File: config.mk
export PLATFORM = sky130hd
export DESIGN_NAME = load_store_seq
export DESIGN_NICKNAME = d
export VERILOG_FILES = /design/src/rtl/load_store_seq.sv
export SDC_FILE = /design/constraint.sdc
export NUM_CORES = 1
export LEC_CHECK = 0
export ABC_AREA = 1
export BUFFER_PORTS_ARGS = -buffer_cell sky130_fd_sc_hd__buf_2
export CAP_MARGIN = 20
export CORE_MARGIN = 2
export CORE_UTILIZATION = 28
export DETAILED_ROUTE_END_ITERATION = 16
export GPL_TIMING_DRIVEN = 0
export PLACE_DENSITY = 0.58
export SLEW_MARGIN = 20
export SYNTH_ARGS = -nofsm -noshare
export SYNTH_HDL_FRONTEND = slang
export SYNTH_SLANG_ARGS = --single-unit
File: constraint.sdc
create_clock -name clk -period 1.6 [get_ports clk]
set_clock_uncertainty 0.1 [all_clocks]
set_input_delay 0 -clock clk [delete_from_list [all_inputs] [get_ports clk]]
set_output_delay 0 -clock clk [all_outputs]
set_load 0.01 [all_outputs]
File: src/rtl/load_store_seq.sv
// load_store_seq: sequences stage-3 loads and stores onto the shared data-memory port.
// It also formats load results and flags misaligned accesses and memory timeouts.
module load_store_seq #(
    parameter int unsigned TIMEOUT = 255
) (
    input  logic        clk,
    input  logic        rst_n,
    input  logic        op_valid,
    input  logic [2:0]  op_ld_sel,
    input  logic        op_is_store,
    input  logic [1:0]  op_st_size,
    input  logic [31:0] op_addr,
    input  logic [31:0] op_wdata,
    output logic        stall,
    output logic        ld_valid,
    output logic [31:0] ld_data,
    output logic        fault,
    output logic [1:0]  fault_cause,
    output logic        mem_req,
    output logic        mem_we,
    output logic [31:0] mem_addr,
    output logic [3:0]  mem_be,
    output logic [31:0] mem_wdata,
    input  logic        mem_gnt,
    input  logic        mem_rvalid,
    input  logic [31:0] mem_rdata
);
    typedef enum logic [2:0] {IDLE, REQ, WAIT, RESP, FAULT} state_t;

    localparam logic [7:0] CNT_LAST = 8'(TIMEOUT - 1);

    state_t      state;
    logic [7:0]  tmo_cnt;
    logic        is_store_q;
    logic [2:0]  ld_sel_q;
    logic [1:0]  lane_q;
    logic        mem_req_q;
    logic        ld_valid_q;
    logic        fault_q;

    logic        mem_op;
    logic        misaligned;
    logic        tmo_hit;
    logic [3:0]  st_be;
    logic [31:0] st_wdata;
    logic [7:0]  rd_byte;
    logic [15:0] rd_half;
    logic [31:0] ld_fmt;

    assign mem_op  = op_valid & (op_is_store | (op_ld_sel != 3'b111));
    assign tmo_hit = (tmo_cnt == CNT_LAST);

    always_comb begin
        misaligned = 1'b0;
        if (op_is_store) begin
            case (op_st_size)
                2'b00:   misaligned = 1'b0;
                2'b01:   misaligned = op_addr[0];
                default: misaligned = |op_addr[1:0];
            endcase
        end else begin
            case (op_ld_sel)
                3'b000, 3'b011: misaligned = 1'b0;
                3'b001, 3'b100: misaligned = op_addr[0];
                default:        misaligned = |op_addr[1:0];
            endcase
        end
    end

    always_comb begin
        st_be    = 4'b1111;
        st_wdata = op_wdata;
        case (op_st_size)
            2'b00: begin
                st_be    = 4'b0001 << op_addr[1:0];
                st_wdata = {4{op_wdata[7:0]}};
            end
            2'b01: begin
                st_be    = op_addr[1] ? 4'b1100 : 4'b0011;
                st_wdata = {2{op_wdata[15:0]}};
            end
            default: begin
                st_be    = 4'b1111;
                st_wdata = op_wdata;
            end
        endcase
    end

    always_comb begin
        rd_byte = mem_rdata[7:0];
        case (lane_q)
            2'd0:    rd_byte = mem_rdata[7:0];
            2'd1:    rd_byte = mem_rdata[15:8];
            2'd2:    rd_byte = mem_rdata[23:16];
            default: rd_byte = mem_rdata[31:24];
        endcase
        rd_half = lane_q[1] ? mem_rdata[31:16] : mem_rdata[15:0];
        case (ld_sel_q)
            3'b000:  ld_fmt = {{24{rd_byte[7]}}, rd_byte};
            3'b001:  ld_fmt = {{16{rd_half[15]}}, rd_half};
            3'b011:  ld_fmt = {24'b0, rd_byte};
            3'b100:  ld_fmt = {16'b0, rd_half};
            default: ld_fmt = mem_rdata;
        endcase
    end

    always_ff @(posedge clk) begin
        if (!rst_n) begin
            state       <= IDLE;
            tmo_cnt     <= '0;
            is_store_q  <= 1'b0;
            ld_sel_q    <= 3'b111;
            lane_q      <= '0;
            mem_req_q   <= 1'b0;
            ld_valid_q  <= 1'b0;
            fault_q     <= 1'b0;
            ld_data     <= '0;
            fault_cause <= '0;
            mem_we      <= 1'b0;
            mem_addr    <= '0;
            mem_be      <= '0;
            mem_wdata   <= '0;
        end else begin
            ld_valid_q <= 1'b0;
            fault_q    <= 1'b0;
            unique case (state)
                IDLE: begin
                    if (mem_op) begin
                        tmo_cnt    <= '0;
                        is_store_q <= op_is_store;
                        ld_sel_q   <= op_ld_sel;
                        lane_q     <= op_addr[1:0];
                        mem_we     <= op_is_store;
                        mem_addr   <= {op_addr[31:2], 2'b00};
                        mem_be     <= op_is_store ? st_be : 4'b0000;
                        mem_wdata  <= st_wdata;
                        if (misaligned) begin
                            state       <= FAULT;
                            fault_q     <= 1'b1;
                            fault_cause <= 2'b01;
                        end else begin
                            state     <= REQ;
                            mem_req_q <= 1'b1;
                        end
                    end
                end
                // A store grant completes the access, so it beats a same-cycle timeout;
                // a load grant only moves to WAIT and loses to it.
                REQ: begin
                    tmo_cnt <= tmo_cnt + 8'd1;
                    if (mem_gnt && is_store_q) begin
                        state     <= RESP;
                        mem_req_q <= 1'b0;
                    end else if (tmo_hit) begin
                        state       <= FAULT;
                        mem_req_q   <= 1'b0;
                        fault_q     <= 1'b1;
                        fault_cause <= 2'b10;
                    end else if (mem_gnt) begin
                        state     <= WAIT;
                        mem_req_q <= 1'b0;
                    end
                end
                WAIT: begin
                    tmo_cnt <= tmo_cnt + 8'd1;
                    if (mem_rvalid) begin
                        state      <= RESP;
                        ld_data    <= ld_fmt;
                        ld_valid_q <= 1'b1;
                    end else if (tmo_hit) begin
                        state       <= FAULT;
                        fault_q     <= 1'b1;
                        fault_cause <= 2'b10;
                    end
                end
                RESP:    state <= IDLE;
                FAULT:   state <= IDLE;
                default: state <= IDLE;
            endcase
        end
    end

    // Handshake outputs are forced low for as long as reset is held.
    assign mem_req  = mem_req_q & rst_n;
    assign ld_valid = ld_valid_q & rst_n;
    assign fault    = fault_q & rst_n;
    assign stall    = rst_n & (((state == IDLE) & mem_op) | (state == REQ) | (state == WAIT));

endmodule

### After elaboration in Yosys (flattened, before gate mapping)

Cells that the tools add are included.

| storage, ports and cells | value |
|---|---|
| register bits after elaboration | 120 |
| output and inout port bits | 107 |

| cells by class | value |
|---|---|
| shifts and indexed selects | 1 |
| equality and inequality tests | 20 |
| add/subtract/negate cells | 1 |
| reductions and logical operators | 20 |
| multiplexer cells | 39 |
| bitwise logic cells | 9 |

Operators by type and width:

| cell | number |
|---|---|
| $pmux 32 s4 | 1 |
| $pmux 32 s2 | 1 |
| $pmux 8 s3 | 1 |
| $mux 3 | 7 |
| $mux 16 | 1 |
| $pmux 8 s2 | 1 |
| $mux 1 | 12 |
| $mux 2 | 5 |
| $ne 2x2->1 const B | 5 |
| $eq 3x1->1 const B | 3 |
| $eq 3x2->1 const B | 3 |
| $logic_not 3->1 | 3 |
| $pmux 3 s3 | 1 |
| $add 8x1->8 const B | 1 |
| $eq 8x8->1 const B | 1 |
| $mux 4 | 2 |
| $mux 8 | 1 |
| $pmux 4 s2 | 1 |
| $reduce_and 2->1 | 4 |
| $reduce_or 2->1 | 4 |
| $and 1x1->1 | 6 |
| $eq 3x3->1 const B | 2 |
| $ne 3x3->1 const B | 2 |
| $pmux 1 s2 | 3 |
| other kinds (14) | 19 |

### Longest topological paths before layout

| depth | value |
|---|---|
| depth after elaboration | 7 |
| gate-level depth with buffers | 11 |
| depth with buffers taken out | 11 |

### Worst setup path before layout

OpenSTA, ideal clock, no wires.

| path | value |
|---|---|
| kind | reg-to-reg |
| from | register tmo_cnt[0] |
| to | register state[1] |
| cell stages (with the launch flop) | 11 |
| setup time | 0.129 ns |
| setup slack | 0.156 ns |
| arrival time | 1.215 ns |
| required time | 1.371 ns |
| clock period less this slack | 1.444 ns |
| path buffers | 0 |
| cells stage by stage | dfxtp_1 inv_1 ha_1 nand2_1 nor2_1 nand2_1 inv_1 nor3_1 nor2_1 a21oi_1 nor2_1 |

| between the ends | value |
|---|---|
| cells in the longest elaborated chain, start to end | 4 |
| elaborated cells between the ends (all ways) | 7 |
| classes of those cells | eq/ne (3); mux (3); reduce/logical (1) |

Ends and longest elaborated chain:

| what | line | source |
|---|---|---|
| from (decl) | 33 | `logic [7:0] tmo_cnt;` |
| from (signal assigned) | 150 | `tmo_cnt <= tmo_cnt + 8'd1;` |
| from (signal assigned) | 165 | `tmo_cnt <= tmo_cnt + 8'd1;` |
| $eq 8x8->1 (*) | 51 | `assign tmo_hit = (tmo_cnt == CNT_LAST);` |
| $mux 3 | 154 | `end else if (tmo_hit) begin` |
| $mux 3 | 151 | `if (mem_gnt && is_store_q) begin` |
| $pmux 3 s3 | 126 | `unique case (state)` |
| to (signal assigned) | 152 | `state <= RESP;` |
| to (signal assigned) | 155 | `state <= FAULT;` |
| to (signal assigned) | 160 | `state <= WAIT;` |
| to (decl) | 32 | `state_t state;` |

Every way passes the cells marked *; elsewhere a longest branch is shown, timed or not.
A chain may end at the register's enable or synchronous reset.

### Final worst setup path

| path | value |
|---|---|
| from | register state[0] |
| to | register mem_wdata[21] |

| between the ends | value |
|---|---|
| cells in the longest elaborated chain, start to end | 2 |

Ends and longest elaborated chain:

| what | line | source |
|---|---|---|
| from (signal assigned) | 109 | `state <= IDLE;` |
| from (signal assigned) | 138 | `state <= FAULT;` |
| from (signal assigned) | 142 | `state <= REQ;` |
| $logic_not 3->1 | 126 |  |
| $reduce_and 2->1 (no line) | - |  |
| to (signal assigned) | 136 | `mem_wdata <= st_wdata;` |
| to (decl) | 23 | `output logic [31:0] mem_wdata,` |

No other way between the ends.

==> flow_summary.json <==
{
  "num_vias": 6519,
  "fmax_mhz": 618,
  "grt_pass1_vias": 6519,
  "worst_setup_path_start_kind": "flop",
  "numCtsBuffers": 17,
  "ir_drop_mv": 0.770,
  "violations": "negative setup slack",
  "worst_slew_pin_slew_ns": 0.835,
  "drive_above_1_share_pct": 35.6,
  "wl_per_cell_um": 14.9,
  "grt_pass1_wl_um": 33600,
  "drcViolationCount": 0,
  "initial_core_util_pct": 28.5,
  "clock_sinks": 120,
  "fin_crit_ns": 1.62,
  "drv_slew": 0,
  "final_nets": 1253,
  "ant_nets": 0,
  "wl_um": 21300,
  "setup_violations": 8,
  "rows": 52,
  "path_clk_slew_ns": 0.06,
  "synth_cell_types": 35,
  "insertion_delay_ns": 0.42,
  "core_area_um2": 20200,
  "syn_area_um2": 5740,
  "final_hold_viol_count": 0,
  "grt_usage_pct": 19.7,
  "yosys_register_bits": 120,
  "slew_headroom_pct": 44.4,
  "post-route-period-util_pct": 101,
  "first_pass_iters": 5,
  "grt_max_degree": 17,
  "yosys_warnings": 0,
  "port_buffers": 211,
  "antenna_found_initial": 2,
  "p_leak_uw": 0.00438,
  "syn_to_final_growth_pct": 60.2,
  "status": "complete, but fails checks",
  "cp-end-kind": "flop",
  "rsz0062_at_grt": "true",
  "dieArea_um2": 21700,
  "h-tree-depth": 4,
  "synthCells": 787,
  "dp_hpwl_um": 15100,
  "dieHeight_um": 147,
  "clockBufferDepth": 2,
  "drt_iter0_markers": 288,
  "via_per_inst": 4.57,
  "clk_root_buffer_cell": "clkbuf_16",
  "finalWorstSetupSlack_ns": -0.0170,
  "cp.required_ns": 1.80,
  "seq_area_frac_synth_pct": 41.8,
  "min_path_type": "in2reg",
  "ios": 214,
  "cts_tree": "built",
  "path_class": "reg2reg",
  "fin_area_um2": 9200,
  "whs_ns": 0.0527,
  "power_density_nw_per_um2": 1410,
  "path_max_fanout": 10,
  "gp_congestion": 0.876,
  "maxCapViolations": 0,
  "grt-ovfl-total": 0,
  "dp_slack_ns": -0.145,
  "die_w_um": 147,
  "r2r_slack_ns": -0.02,
  "syn_area_per_cell_um2": 7.30,
  "dpl-instance-area_um2": 7140,
  "arrival_ns": 1.82
}
==> worst paths after layout <==
| kind | from | to | cells after the start |
|---|---|---|---|
| min reg2reg | fault_cause[0] | fault_cause[0] | 2 |
| min | op_st_size[1] | mem_wdata[8] | 4 |
| max | state[0] | mem_wdata[21] | 6 |
| max reg2reg | state[0] | mem_wdata[21] | 6 |
==> report_power, final <==
group | switching (µW) | internal (µW) | leakage (µW)
logic | 2890 | 2130 | 0.00312
clock network | 1590 | 2340 | 0.000278
registers | 367 | 3620 | 0.000982
==> registers in the layout (all words and copies together), names as in the netlist <==
register     count
tmo_cnt          8
is_store_q       1
fault_cause      2
state            3
ld_data         32
mem_addr        30
lane_q           2
ld_sel_q         3
ld_valid_q       1
mem_be           4
mem_req_q        1
fault_q          1
mem_wdata       32
==> cell type report <==
type | count | area, µm²
diodes | 1 | 2.50
inverters | 75 | 289
repair buffers | 337 | 2290
multi-input cells | 546 | 2900
clock inverters | 14 | 165
well taps | 270 | 338
clock buffers | 18 | 429
flip-flops and latches | 120 | 2410
fillers | 2034 | 11000
plain buffers | 47 | 380
==> cells by family (layout without fill, tap and decap cells) <==
family                   Yosys count  in the layout  synth area share (%)
XOR/XNOR                           1              1                 0.153
buffers and inverters            122            491                  9.96
adder cells (fa/ha/maj)            2              2                 0.436
other                              1              3                0.0653
AND/OR/NAND/NOR                  303            303                  23.0
flip-flops                       120            120                  41.8
AO/OA/AOI/OAI                    238            238                  24.5
==> cell usage after synthesis, drive strengths merged <==
| master | number | area, µm² |
|---|---|---|
| ha | 2 | 25.0 |
| o21bai | 1 | 7.51 |
| nand2 | 218 | 911 |
| nand3 | 26 | 158 |
| clkbuf | 18 | 68.8 |
| dfxtp | 120 | 2400 |
| nor3 | 4 | 36.3 |
| o211ai | 17 | 133 |
| nor2 | 52 | 195 |
| nand4 | 1 | 6.26 |
| inv | 74 | 278 |
| o22ai | 7 | 43.8 |
| a31oi | 8 | 50.1 |
| a21oi | 134 | 810 |
| clkinv | 1 | 3.75 |
| o21a | 1 | 7.51 |
| xor2 | 1 | 8.76 |
| o21ai | 70 | 358 |
| buf | 29 | 221 |
| conb | 1 | 3.75 |
| nand3b | 2 | 15.0 |
==> worst max-delay path, cell delays in order, from the launching register on <==
cell and delay, ns:
dfxtp_2 0.35, nor3_4 0.28, nand3_4 0.20, inv_4 0.12, buf_12 0.15, buf_4 0.20
a31oi_1 0.09
==> through the flow <==
stage	util (%)	TNS [ns]	power (µW)	std cells
3_5_place_dp	35.4	-4.60	8170	1269
5_1_grt	45.6	-5.59	13700	1428
4_1_cts	44.6	-0.0221	12700	1416
6_report	45.6	-0.0804	12900	1428
2_1_floorplan	-	0	6700	788
3_3_place_gp	35.4	-3.84	8150	1269
==> cells in the final DEF (no fill, tap or decap), types with 2 or more instances in the layout <==
cell,n
dfxtp_2,6
a21oi_1,93
buf_6,9
o211ai_1,16
conb_1,2
clkbuf_2,2
nor3_4,2
clkinv_4,2
dlygate4sd3_1,111
nand3_2,4
o22ai_1,7
buf_12,6
clkinvlp_4,4
nand2_1,171
clkbuf_16,17
buf_2,220
dfxtp_1,114
buf_4,19
nor2_1,46
ha_1,2
o21ai_0,58
inv_2,3
a21oi_2,41
a31oi_1,8
nand3b_1,2
nand3_4,3
o21ai_1,8
clkbuf_4,2
clkbuf_1,14
bufinv_16,2
nand2_2,45
o21ai_2,4
inv_1,68
inv_8,2
inv_6,4
inv_4,3
nor2_2,5
nand3_1,19
nand2_4,2
==> timing repair <==
action / 4_1_cts / 5_1_grt
cloned: 0 / 0
buffers inserted: 4 / 11
pin swaps: 3 / 10
hold endpoints to repair: 116 / 0
endpoints found under the setup margin: 92 / 115
gates resized for setup: 34 / 56
hold buffers: 111 / 0
==> layer usage <==
metal / share of wire [%] / GRT usage [%] / wire length (µm) / up-vias
met2: 47 / 32.9 / 9930 / 248
li1: - / - / - / 3297
met3: 7.5 / 5.99 / 1600 / 25
met4: 1.9 / 6.49 / 394 / 0
met1: 44 / 24.1 / 9360 / 2949
met5: 0 / 0 / 0 / -
Note: power is estimated with default switching activity, not from simulation.
